--- config.mk ---
export PLATFORM = sky130hd
export DESIGN_NAME = memory_access
export DESIGN_NICKNAME = d
export VERILOG_FILES = /design/src/rtl/lc3_defs.sv /design/src/rtl/nzp_gen.sv /design/src/rtl/memory_access.sv
export SDC_FILE = /design/constraint.sdc
export NUM_CORES = 1
export LEC_CHECK = 0
export CAP_MARGIN = 20
export CORE_MARGIN = 2
export CORE_UTILIZATION = 41
export CTS_CLUSTER_DIAMETER = 200
export CTS_CLUSTER_SIZE = 28
export DETAILED_ROUTE_END_ITERATION = 10
export PLACE_DENSITY = 0.88
export SLEW_MARGIN = 0
export SYNTH_ARGS = -nofsm -noshare
export SYNTH_HDL_FRONTEND = slang
export SYNTH_SLANG_ARGS = --single-unit
--- constraint.sdc ---
create_clock -name CLK -period 4.2 [get_ports CLK]
set_input_delay 0.84 -clock CLK [delete_from_list [all_inputs] [get_ports CLK]]
set_output_delay 0.84 -clock CLK [all_outputs]
set_load 0.02 [all_outputs]
--- src/rtl/lc3_defs.sv ---
// Shared LC-3 memory-stage definitions: opcode bit positions, FSM encodings, NZP codes.
// Pure declarations, no timing.
// No flow control of its own.
package lc3_defs;

    localparam int OP_IND   = 0;
    localparam int OP_STORE = 1;

    typedef enum logic [1:0] {
        ST_IDLE = 2'd0,
        ST_PTR  = 2'd1,
        ST_DATA = 2'd2,
        ST_FIN  = 2'd3
    } state_t;

    localparam logic [2:0] CC_N = 3'b100;
    localparam logic [2:0] CC_Z = 3'b010;
    localparam logic [2:0] CC_P = 3'b001;

    // Request captured at START; addr is overwritten by the pointer on indirect ops.
    typedef struct packed {
        logic [1:0]  op;
        logic [15:0] addr;
        logic [15:0] wdata;
    } req_t;

endpackage

--- src/rtl/nzp_gen.sv ---
// Word to NZP condition-code encoder, shared with the register writeback path.
// Latency: combinational.
// Backpressure: none.
module nzp_gen
    import lc3_defs::*;
(
    input  logic [15:0] word,
    output logic [2:0]  nzp
);

    always_comb begin
        if (word[15])
            nzp = CC_N;
        else if (word == 16'h0000)
            nzp = CC_Z;
        else
            nzp = CC_P;
    end

endmodule

--- src/rtl/memory_access.sv ---
// LC-3 LD/LDI/ST/STI memory stage; optional request abort under `MEM_TIMEOUT_EN.
// Latency: DONE 2 cycles after START (direct), 3 (indirect), plus one per wait state.
// Backpressure: holds MEM_REQ and address/data stable until MEM_READY; START ignored while BUSY.
module memory_access
    import lc3_defs::*;
#(
    parameter int unsigned TIMEOUT_CYCLES = 16
) (
    input  logic        CLK,
    input  logic        RESET,
    input  logic        START,
    input  logic [1:0]  OP,
    input  logic [15:0] EA,
    input  logic [15:0] SR_DATA,
    output logic [15:0] MEM_ADDR,
    output logic [15:0] MEM_WDATA,
    output logic        MEM_REQ,
    output logic        MEM_WE,
    input  logic [15:0] MEM_RDATA,
    input  logic        MEM_READY,
    output logic [15:0] DR_DATA,
    output logic [2:0]  CC,
    output logic        BUSY,
    output logic        DONE,
    output logic        ERR
);

    state_t      state, state_nxt;
    req_t        req_q;
    logic [15:0] dr_q;
    logic [2:0]  cc_q;
    logic [2:0]  rd_nzp;
    logic        latch_start, latch_ptr, latch_load;
    logic        to_limit;

    nzp_gen u_nzp (
        .word (MEM_RDATA),
        .nzp  (rd_nzp)
    );

    always_ff @(posedge CLK or posedge RESET) begin
        if (RESET)
            state <= ST_IDLE;
        else
            state <= state_nxt;
    end

    always_comb begin
        state_nxt   = state;
        latch_start = 1'b0;
        latch_ptr   = 1'b0;
        latch_load  = 1'b0;
        MEM_REQ     = 1'b0;
        MEM_WE      = 1'b0;
        BUSY        = 1'b1;
        DONE        = 1'b0;
        case (state)
            ST_IDLE: begin
                BUSY = 1'b0;
                if (START) begin
                    latch_start = 1'b1;
                    state_nxt   = OP[OP_IND] ? ST_PTR : ST_DATA;
                end
            end
            ST_PTR: begin
                MEM_REQ = 1'b1;
                if (MEM_READY) begin
                    latch_ptr = 1'b1;
                    state_nxt = ST_DATA;
                end else if (to_limit) begin
                    state_nxt = ST_FIN;
                end
            end
            ST_DATA: begin
                MEM_REQ = 1'b1;
                MEM_WE  = req_q.op[OP_STORE];
                if (MEM_READY) begin
                    latch_load = !req_q.op[OP_STORE];
                    state_nxt  = ST_FIN;
                end else if (to_limit) begin
                    state_nxt = ST_FIN;
                end
            end
            ST_FIN: begin
                DONE      = 1'b1;
                state_nxt = ST_IDLE;
            end
            default: state_nxt = ST_IDLE;
        endcase
    end

    always_ff @(posedge CLK or posedge RESET) begin
        if (RESET) begin
            req_q <= '0;
            dr_q  <= '0;
            cc_q  <= CC_Z;
        end else begin
            if (latch_start)
                req_q <= '{op: OP, addr: EA, wdata: SR_DATA};
            if (latch_ptr)
                req_q.addr <= MEM_RDATA;
            if (latch_load) begin
                dr_q <= MEM_RDATA;
                cc_q <= rd_nzp;
            end
        end
    end

`ifdef MEM_TIMEOUT_EN
    logic [15:0] to_cnt;
    logic        err_q;

    // A READY in the limit cycle takes priority, so the abort only fires when READY is low.
    assign to_limit = (to_cnt == 16'(TIMEOUT_CYCLES - 1));
    assign ERR      = (state == ST_FIN) && err_q;

    always_ff @(posedge CLK or posedge RESET) begin
        if (RESET) begin
            to_cnt <= '0;
            err_q  <= 1'b0;
        end else begin
            if (latch_start || latch_ptr)
                to_cnt <= '0;
            else if (MEM_REQ && !MEM_READY)
                to_cnt <= to_cnt + 16'd1;
            if (MEM_REQ && state_nxt == ST_FIN)
                err_q <= !MEM_READY;
        end
    end
`else
    logic unused_cfg;

    assign to_limit   = 1'b0;
    assign ERR        = 1'b0;
    assign unused_cfg = ^TIMEOUT_CYCLES;
`endif

    assign MEM_ADDR  = req_q.addr;
    assign MEM_WDATA = req_q.wdata;
    assign DR_DATA   = dr_q;
    assign CC        = cc_q;

endmodule

Word-level counts from Yosys, hierarchy flattened
Index checks and enable logic that the tools add are counted.
{"block": "totals", "ff_bits": 55, "elab_cells": 37, "out_inout_bits": 56}
{"block": "classes", "n_mux": 19, "eq_ne": 6, "reduce_logical": 6}
{"operator": "$mux 32", "n": 1}
{"operator": "$logic_not 16->1", "n": 1}
{"operator": "$mux 16", "n": 1}
{"operator": "$mux 1", "n": 10}
{"operator": "$mux 2", "n": 5}
{"operator": "$pmux 2 s4", "n": 1}
{"operator": "$ne 2x2->1 const B", "n": 3}
{"operator": "$eq 2x2->1 const B", "n": 2}
{"operator": "$mux 3", "n": 1}
{"operator": "$reduce_and 3->1", "n": 1}
{"operator": "$eq 2x1->1 const B", "n": 1}
{"operator": "$logic_not 2->1", "n": 1}
{"operator": "$reduce_bool 2->1", "n": 1}
{"operator": "$reduce_or 2->1", "n": 1}
{"operator": "$logic_not 1->1", "n": 1}

Longest topological paths before layout
Gate-level depths: netlist of the first run.
{"block": "logic_depth", "word_depth": 4, "depth_mapped": 7, "depth_no_buf": 5}

Modules after synthesis
Synthesis of the first run repeated with hierarchy kept, for this count alone.
{"block": "unflattened", "cells_unflattened": 208, "area_unflattened_um2": 2625.0}
{"mod": "memory_access", "area_per_inst_um2": 2575.0, "n_inst": 1, "cells_per_inst": 201}
{"mod": "nzp_gen", "area_per_inst_um2": 50.0, "n_inst": 1, "cells_per_inst": 7}

Least setup slack after synthesis of the first run
OpenSTA, ideal clock, no wires.
{"block": "synth_timing", "kind": "register -> output", "from": "reg state[0]", "to": "out MEM_WE", "required_ns": 3.360, "arrival_ns": 0.973, "path_slack_ns": 2.387, "n_path_buf": 0, "path_stages_with_launch": 4, "cell_sequence": "dfrtp_1 -> inv_1 -> ha_1 -> and2_1"}
{"block": "synth_via", "elab_chain_len": 2}
{"item": "start, declared", "line_no": "memory_access.sv:28", "rtl": "state_t state, state_nxt;"}
{"item": "start signal, assigned", "line_no": "memory_access.sv:45", "rtl": "state <= state_nxt;"}
{"item": "$eq 2x2->1", "line_no": "memory_access.sv:57", "rtl": "case (state)"}
{"item": "$mux 1", "line_no": "memory_access.sv:57"}
{"item": "end, declared", "line_no": "memory_access.sv:18", "rtl": "output logic MEM_WE,"}
Every way passes these cells.

Final worst setup path of the first run
Same ends and word-level chain as after synthesis.

==> metrics.csv, run 1 <==
metric;value;unit
outcome;finished clean;
power_leakage;1.66;nW
finalMaxSlewViolations;0;
postCtsSetupBuffers;0;
num_vias;1703;
rsz0062_at_grt;false;
endpoint_kind;output port;
synth_top_family_by_area;multiplexers;
critical_path.max_fanout;4;
swShare;36.3;%
synth_xor_area_share;0;%
cellPowerDensity;774;nW/um^2
grt_max_degree;35;
port-buffer-count;108;
power.share.clock;13.0;%
overflow;0;
yosys_warnings;0;
top_usage_layer;met2;
cp.required;3360;ps
ios;110;
vdd_drop_max;0.422;mV
die_y;84.6;microns
total_power;2.81;mW
die_w;84.6;microns
diodes;0;
cts_hold_buf;0;
pwr-share-seq;32.2;%
area_growth;36.1;%
cts_made_buffers;5;
ys_seq_area_share;49.8;%
path_class;reg -> out;
gp_congestion;0.725;
synth_nets;267;
dp_hpwl;4280;microns
p_switching;1.02;mW
cts_sinks;53;
cts_tree;yes;
coreArea;6310;sq um
synth-adder-area-share;2.35;%
met3_usage;4.72;%
p_comb_share;54.8;%
min_path_type;reg -> reg;
critPathArrivalTime;1860;ps
fmax;370;MHz
tightest_slew;729;ps
wl_per_cell;16.2;microns
ctsResizeCount;0;
placementRows;29;
setup_viol;0;
gr-usage-met2;27.8;%
layout.nets;341;
clock_latency;300;ps
dieArea;7160;sq um
yosys.area_share.simple;5.96;%
p_int;1.79;mW
h-tree-depth;2;
synth_compound_area_share;4.08;%
cap_violations;0;
finClkSkew;2.14;ps
initial_utilization;42.2;%
clk_path_buf_depth;2;
ys_seq_elements;53;
synthMuxAreaShare;23.7;%
final_core_util;57.5;%
grt_pass1_vias;1880;
grt_use_total;16.9;%
wl;5820;microns
drive_above_1_share;17.0;%
synth_cells;208;
antenna_found_initial;0;
grt_pass1_wl;9620;microns
syn_area;2670;sq um
fin_tns_setup;0;ps
drc;0;
async_flop_share;100;%
ant_nets;0;
synth_edf_count;0;
grtUsageMet1;22.6;%
avgSynthCellArea;12.8;sq um
yosys_most_used_dff;dfrtp_1;
cts_root_buffer;clkbuf_8;
finalHoldViolCount;0;
slew_headroom;51.3;%
drt_first_iter_violations;65;
viasPerCell;4.73;
first_pass_iters;4;
period_share;64.3;%
start_kind;flop;
final.min_clock_period;2700;ps
clk_pin_slew;100;ps
synth_cell_types;27;
sequential cells by signal, summed over array words and instances, names as in the netlist:
signal	flops
DR_DATA	15
MEM_ADDR	16
state	2
req_q	1
MEM_WDATA	16
CC	3
critical path, cell delays in order (launching register included):
cell and delay (ps):
dfrtp_1 410, inv_1 130, ha_1 260, and2_1 160, clkdlybuf4s50_1 600
area by class of cell:
cell class | instances | area, sq um
well taps | 77 | 96.3
clock buffers | 6 | 82.6
inverters | 6 | 22.5
flip-flops and latches | 53 | 1330
fillers | 519 | 2690
clock inverters | 2 | 37.5
multi-input cells | 106 | 966
repair buffers | 110 | 1100
worst paths after layout:
check | slack (ps) | startpoint | end | depth (start not counted)
max | 1500 | state[0]$_DFFE_PP0P_ | MEM_WE | 4
min in group asynchronous | 990 | RESET | MEM_WDATA[12]$_DFFE_PP0N_ | 2
max in group asynchronous | 2460 | RESET | MEM_ADDR[15]$_DFFE_PP0P_ | 3
min | 490 | CC[1]$_DFFE_PP1P_ | CC[1]$_DFFE_PP1P_ | 2
min reg2reg | 490 | CC[1]$_DFFE_PP1P_ | CC[1]$_DFFE_PP1P_ | 2
max reg2reg | 2500 | state[0]$_DFFE_PP0P_ | MEM_WDATA[15]$_DFFE_PP0N_ | 4
per-layer routing:
metal / part of all wire [%] / vias up
met1: 45 / 809
met4: 0.91 / 0
met5: 0 / -
li1: - / 823
met2: 48 / 65
met3: 6.6 / 6
logic make-up after synthesis:
group	count (synthesis)
buf+inv	49
flops	53
simple gates	28
other cells	1
mux	52
compound gates	20
fa+ha+maj	5
power by group through the flow:
stage               registers [mW]  clock network (mW)  logic (mW)
floorplan                    0.987                   0        1.05
global placement             0.904                   0        1.53
detailed placement           0.914                   0        1.55
CTS                          0.907               0.373        1.56
global route                 0.941               0.397        1.64
finish                       0.905               0.364        1.54
synthesized netlist by cell type, drive strengths merged, types with 2 or more instances:
cell   number  share of area (%)
nand2      18                2.8
inv         6               0.84
nor4        4                1.4
mux2i      20                7.5
and2        2               0.47
nor2        2               0.28
ha          5                2.3
buf        43                 13
mux2       32                 16
dfrtp      52                 49
o21ai      16                3.0
metrics by stage:
step           std cells  hold slack, ps  area [sq um]  setup slack (ps)
6_report             360             486          3630              1500
3_5_place_dp         352             468          3510              1810
5_1_grt              360             526          3630              1400
4_1_cts              360             488          3630              1480
3_3_place_gp         352             467          3510              1860
2_1_floorplan        208             465          2670              2080
layout by cell type (no fill, tap or decap):
cell type	netlist	final
clkinvlp_4	0	1
nand2_1	17	17
and2_0	1	1
mux2_4	19	19
a21oi_1	1	1
o21ai_0	15	15
nand4_1	1	1
dfrtp_1	52	52
and2_1	1	1
nand3b_4	1	1
o22ai_1	1	1
nand2_4	1	1
o31ai_1	1	1
a22o_2	1	1
nor4_1	2	2
mux2i_1	20	20
inv_2	0	1
bufinv_16	0	1
dfstp_2	1	1
conb_1	1	1
mux2_1	1	1
nor2_1	2	2
ha_1	5	5
clkbuf_8	0	6
clkdlybuf4s50_1	0	108
mux2_2	12	12
o21ai_1	1	1
inv_1	6	5
nor4_2	2	2
buf_4	34	2
Note: power is estimated with default switching activity, not from simulation.
==> run 2: changes to the inputs <==
- clock period: 4.2 -> 2.63 ns (I/O delays scaled with it)
==> metrics.csv, run 2 (synthesis results as in run 1) <==
metric;value;unit
fin_tns_setup;0;ps
finalHoldViolCount;0;
final.min_clock_period;2390;ps
total_power;4.39;mW
grt_use_total;17.2;%
drt_first_iter_violations;65;
outcome;finished clean;
slowest_delay;600;ps
drc;0;
dp_hpwl;4300;microns
fmax;419;MHz
cts_tree;yes;
first_pass_iters;4;
final_cell_mix;clkdlybuf4s50_1, dfrtp_1, mux2i_1;
setup_viol;0;
clock_latency;310;ps
num_vias;1724;
timing.critical_path.from;state[0]$_DFFE_PP0P_;
final_core_util;57.2;%
cts_sinks;53;
clk_pin_slew;100;ps
cellPowerDensity;1220;nW/um^2
start_kind;flop;
path_class;reg -> out;
finalMaxSlewViolations;0;
clk_path_buf_depth;2;
critPathArrivalTime;1860;ps
reg2reg_from;state[0]$_DFFE_PP0P_;
ant_nets;0;
vdd_drop_max;0.659;mV
wl_per_cell;16.1;microns
tightest_slew;557;ps
rsz0062_at_grt;false;
overflow;0;
port-buffer-count;108;
grt_max_degree;34;
ios;110;
cts_hold_buf;0;
placementRows;29;
final_cells;360;
finClkSkew;10.4;ps
viasPerCell;4.79;
ctsResizeCount;0;
diodes;0;
cts_root_buffer;clkbuf_8;
h-tree-depth;2;
placed_cells;352;
coreArea;6310;sq um
grt_pass1_wl;9690;microns
endpoint_kind;output port;
die_y;84.6;microns
layout.nets;341;
final_common_cell;clkdlybuf4s50_1;
worst_path_max_delay_cell;clkdlybuf4s50_1;
grt_pass1_vias;1885;
slew_headroom;62.9;%
dieArea;7160;sq um
drive_above_1_share;17.0;%
power_leakage;1.65;nW
cts_made_buffers;5;
area_growth;35.4;%
wl;5810;microns
postCtsSetupBuffers;0;
gp_congestion;0.743;
initial_utilization;42.2;%
antenna_found_initial;0;
min_path_type;reg -> reg;
period_share;90.8;%
cp.required;2100;ps
critical_path.max_fanout;4;
crit_chain;inv_1 -> ha_1 -> and2_1 -> clkdlybuf4s50_1;
die_w;84.6;microns
min_from;MEM_WDATA[6]$_DFFE_PP0N_;
cap_violations;0;
## run 2: changes by cell type in the layout (fill, tap and decap cells not counted), sizes merged
cell / previous run / this run
bufinv: 1 / 0
clkinv: 0 / 1
inv: 6 / 7
clkbuf: 6 / 5
## run 2: critical path: cells and delay by family, from the launching register on
kind	cells	cell delay, ps
flip-flops	1	410
buffers and inverters	2	730
AND/OR/NAND/NOR	1	150
adder cells (fa/ha/maj)	1	270
## run 2: metrics by stage
| step | cell area, sq um | hold WS (ps) | setup WS (ps) |
|---|---|---|---|
| detailed placement | 3520 | 481 | 579 |
| floorplan | 2670 | 465 | 819 |
| global route | 3610 | 532 | 158 |
| CTS | 3610 | 505 | 212 |
| global placement | 3520 | 473 | 608 |
| finish | 3610 | 498 | 241 |
## run 2: where the power goes
group | internal (mW) | switching (mW) | total [mW]
combinational | 1.32 | 1.14 | 2.47
sequential | 1.22 | 0.230 | 1.45
clock | 0.190 | 0.280 | 0.469
total | 2.74 | 1.65 | 4.39
## run 2: final timing paths
path	endpoint	slack, ps	cells past startpoint
min in group asynchronous	MEM_WDATA[9]$_DFFE_PP0N_	550	2
min	MEM_WDATA[6]$_DFFE_PP0N_	500	1
min reg2reg	MEM_WDATA[6]$_DFFE_PP0N_	500	1
max	MEM_WE	240	4
max reg2reg	DR_DATA[10]$_DFFE_PP0P_	940	4
max in group asynchronous	CC[1]$_DFFE_PP1P_	1480	3
## run 2: layout make-up
cell class                      instances  area, sq um
Clock buffer                            5         68.8
Clock inverter                          3         21.3
Sequential cell                        53         1330
Inverter                                6         22.5
Tap cell                               77         96.3
Multi-Input combinational cell        106          966
Timing Repair Buffer                  110         1110
Fill cell                             540         2700
## run 2: per-layer routing
layer | up-vias | track usage [%] | wire, microns
met3 | 8 | 4.62 | 393
li1 | 820 | - | -
met1 | 832 | 22.9 | 2540
met4 | 0 | 3.90 | 63
met5 | - | 0 | 0
met2 | 64 | 28.1 | 2820
==> run 3: changes to the inputs <==
- CELL_PAD_IN_SITES_DETAIL_PLACEMENT: unset -> 1
- CELL_PAD_IN_SITES_GLOBAL_PLACEMENT: unset -> 1
- CORE_UTILIZATION: 41 -> 33
- CTS_CLUSTER_DIAMETER: 200 -> 60
- GPL_TIMING_DRIVEN: unset -> 0
- PLACE_DENSITY: 0.88 -> 0.91
==> metrics.csv, run 3 (synthesis results as in run 1) <==
metric;value;unit
outcome;finished clean;
drive_above_1_share;27.7;%
ios;110;
grt_max_degree;39;
cellPowerDensity;1220;nW/um^2
diodes;0;
ctsResizeCount;0;
final_common_cell;clkdlybuf4s50_1;
crit_chain;inv_1 -> ha_1 -> and2_1 -> clkdlybuf4s50_1;
fmax;409;MHz
slowest_delay;600;ps
die_w;93.9;microns
h-tree-depth;2;
final_cells;427;
endpoint_kind;output port;
wl_per_cell;16.8;microns
cts_hold_buf;0;
ant_nets;0;
port-buffer-count;108;
setup_viol;0;
drt_first_iter_violations;45;
p_int;3.09;mW
gp_congestion;0.768;
power_leakage;1.86;nW
cts_sinks;53;
overflow;0;
cts_root_buffer;clkbuf_8;
grt_pass1_vias;2212;
wl;7160;microns
min_path_type;reg -> reg;
final_cell_mix;clkdlybuf4s50_1, dfrtp_1, buf_4;
grt_use_total;16.8;%
postCtsSetupBuffers;0;
placed_cells;419;
total_power;4.86;mW
area_growth;49.5;%
drc;0;
clock_latency;300;ps
critical_path.max_fanout;4;
placementRows;32;
finClkSkew;10.8;ps
cap_violations;0;
path_class;reg -> out;
initial_utilization;34.3;%
cts_tree;yes;
clk_path_buf_depth;2;
pwr-share-seq;30.1;%
antenna_found_initial;0;
viasPerCell;4.54;
start_kind;flop;
layout.nets;383;
cp.required;2100;ps
p_switching;1.78;mW
finalHoldViolCount;0;
critPathArrivalTime;1920;ps
worst_path_max_delay_cell;clkdlybuf4s50_1;
dieArea;8810;sq um
power.share.clock;9.6;%
cts_made_buffers;5;
period_share;93.0;%
dp_hpwl;5570;microns
final.min_clock_period;2450;ps
num_vias;1940;
die_y;93.9;microns
coreArea;7770;sq um
finalMaxSlewViolations;0;
vdd_drop_max;0.558;mV
p_comb_share;60.3;%
clk_pin_slew;100;ps
swShare;36.5;%
grt_pass1_wl;11300;microns
first_pass_iters;4;
rsz0062_at_grt;false;
-- run 3: final timing paths --
path | startpoint | cells past startpoint | slack (ps) | to
min in group asynchronous | RESET | 2 | 530 | MEM_ADDR[5]$_DFFE_PP0P_
max in group asynchronous | RESET | 3 | 1560 | DR_DATA[11]$_DFFE_PP0P_
min | CC[1]$_DFFE_PP1P_ | 2 | 490 | CC[1]$_DFFE_PP1P_
max reg2reg | state[0]$_DFFE_PP0P_ | 5 | 1070 | DR_DATA[7]$_DFFE_PP0P_
max | state[0]$_DFFE_PP0P_ | 4 | 180 | MEM_WE
min reg2reg | CC[1]$_DFFE_PP1P_ | 2 | 490 | CC[1]$_DFFE_PP1P_
-- run 3: metal layers --
layer	track usage [%]	part of all wire [%]	up-vias
li1	-	-	896
met1	20.6	41	980
met3	3.21	4.9	4
met2	30.6	53	60
met5	0	0	-
met4	3.50	0.99	0
-- run 3: worst max-delay path: cells and delay by family (launching register included) --
kind,cells,cell delay [ps]
and+or+nand+nor,1,170
adders and majority gates,1,290
DFF,1,410
buffers and inverters,2,740
-- run 3: per-stage QoR --
step | hold slack, ps | worst slack [ps] | area (sq um) | TNS (ps) | util [%]
floorplan | 465 | 819 | 2670 | 0 | -
global placement | 466 | -261 | 3870 | -13430 | 49.9
detailed placement | 477 | 492 | 3890 | 0 | 50.1
CTS | 492 | 138 | 3990 | 0 | 51.3
global route | 503 | 82.0 | 3990 | 0 | 51.3
finish | 493 | 184 | 3990 | 0 | 51.3
-- run 3: cell type report --
cell class	count	area, sq um
buffer	43	350
clock buffer	5	68.8
clock inverter	3	22.5
fill	833	3780
inverter	6	22.5
multi-input combinational	106	966
sequential	53	1330
tap	102	128
timing repair buffer	109	1100
-- run 3: power groups by stage --
stage                     sequential (mW)  clock [mW]  combinational (mW)
after floorplan                      1.58           0                1.67
after global placement               1.44           0                2.88
after detailed placement             1.49           0                2.96
after CTS                            1.47       0.488                2.98
after global routing                 1.52       0.510                3.13
final                                1.46       0.466                2.93
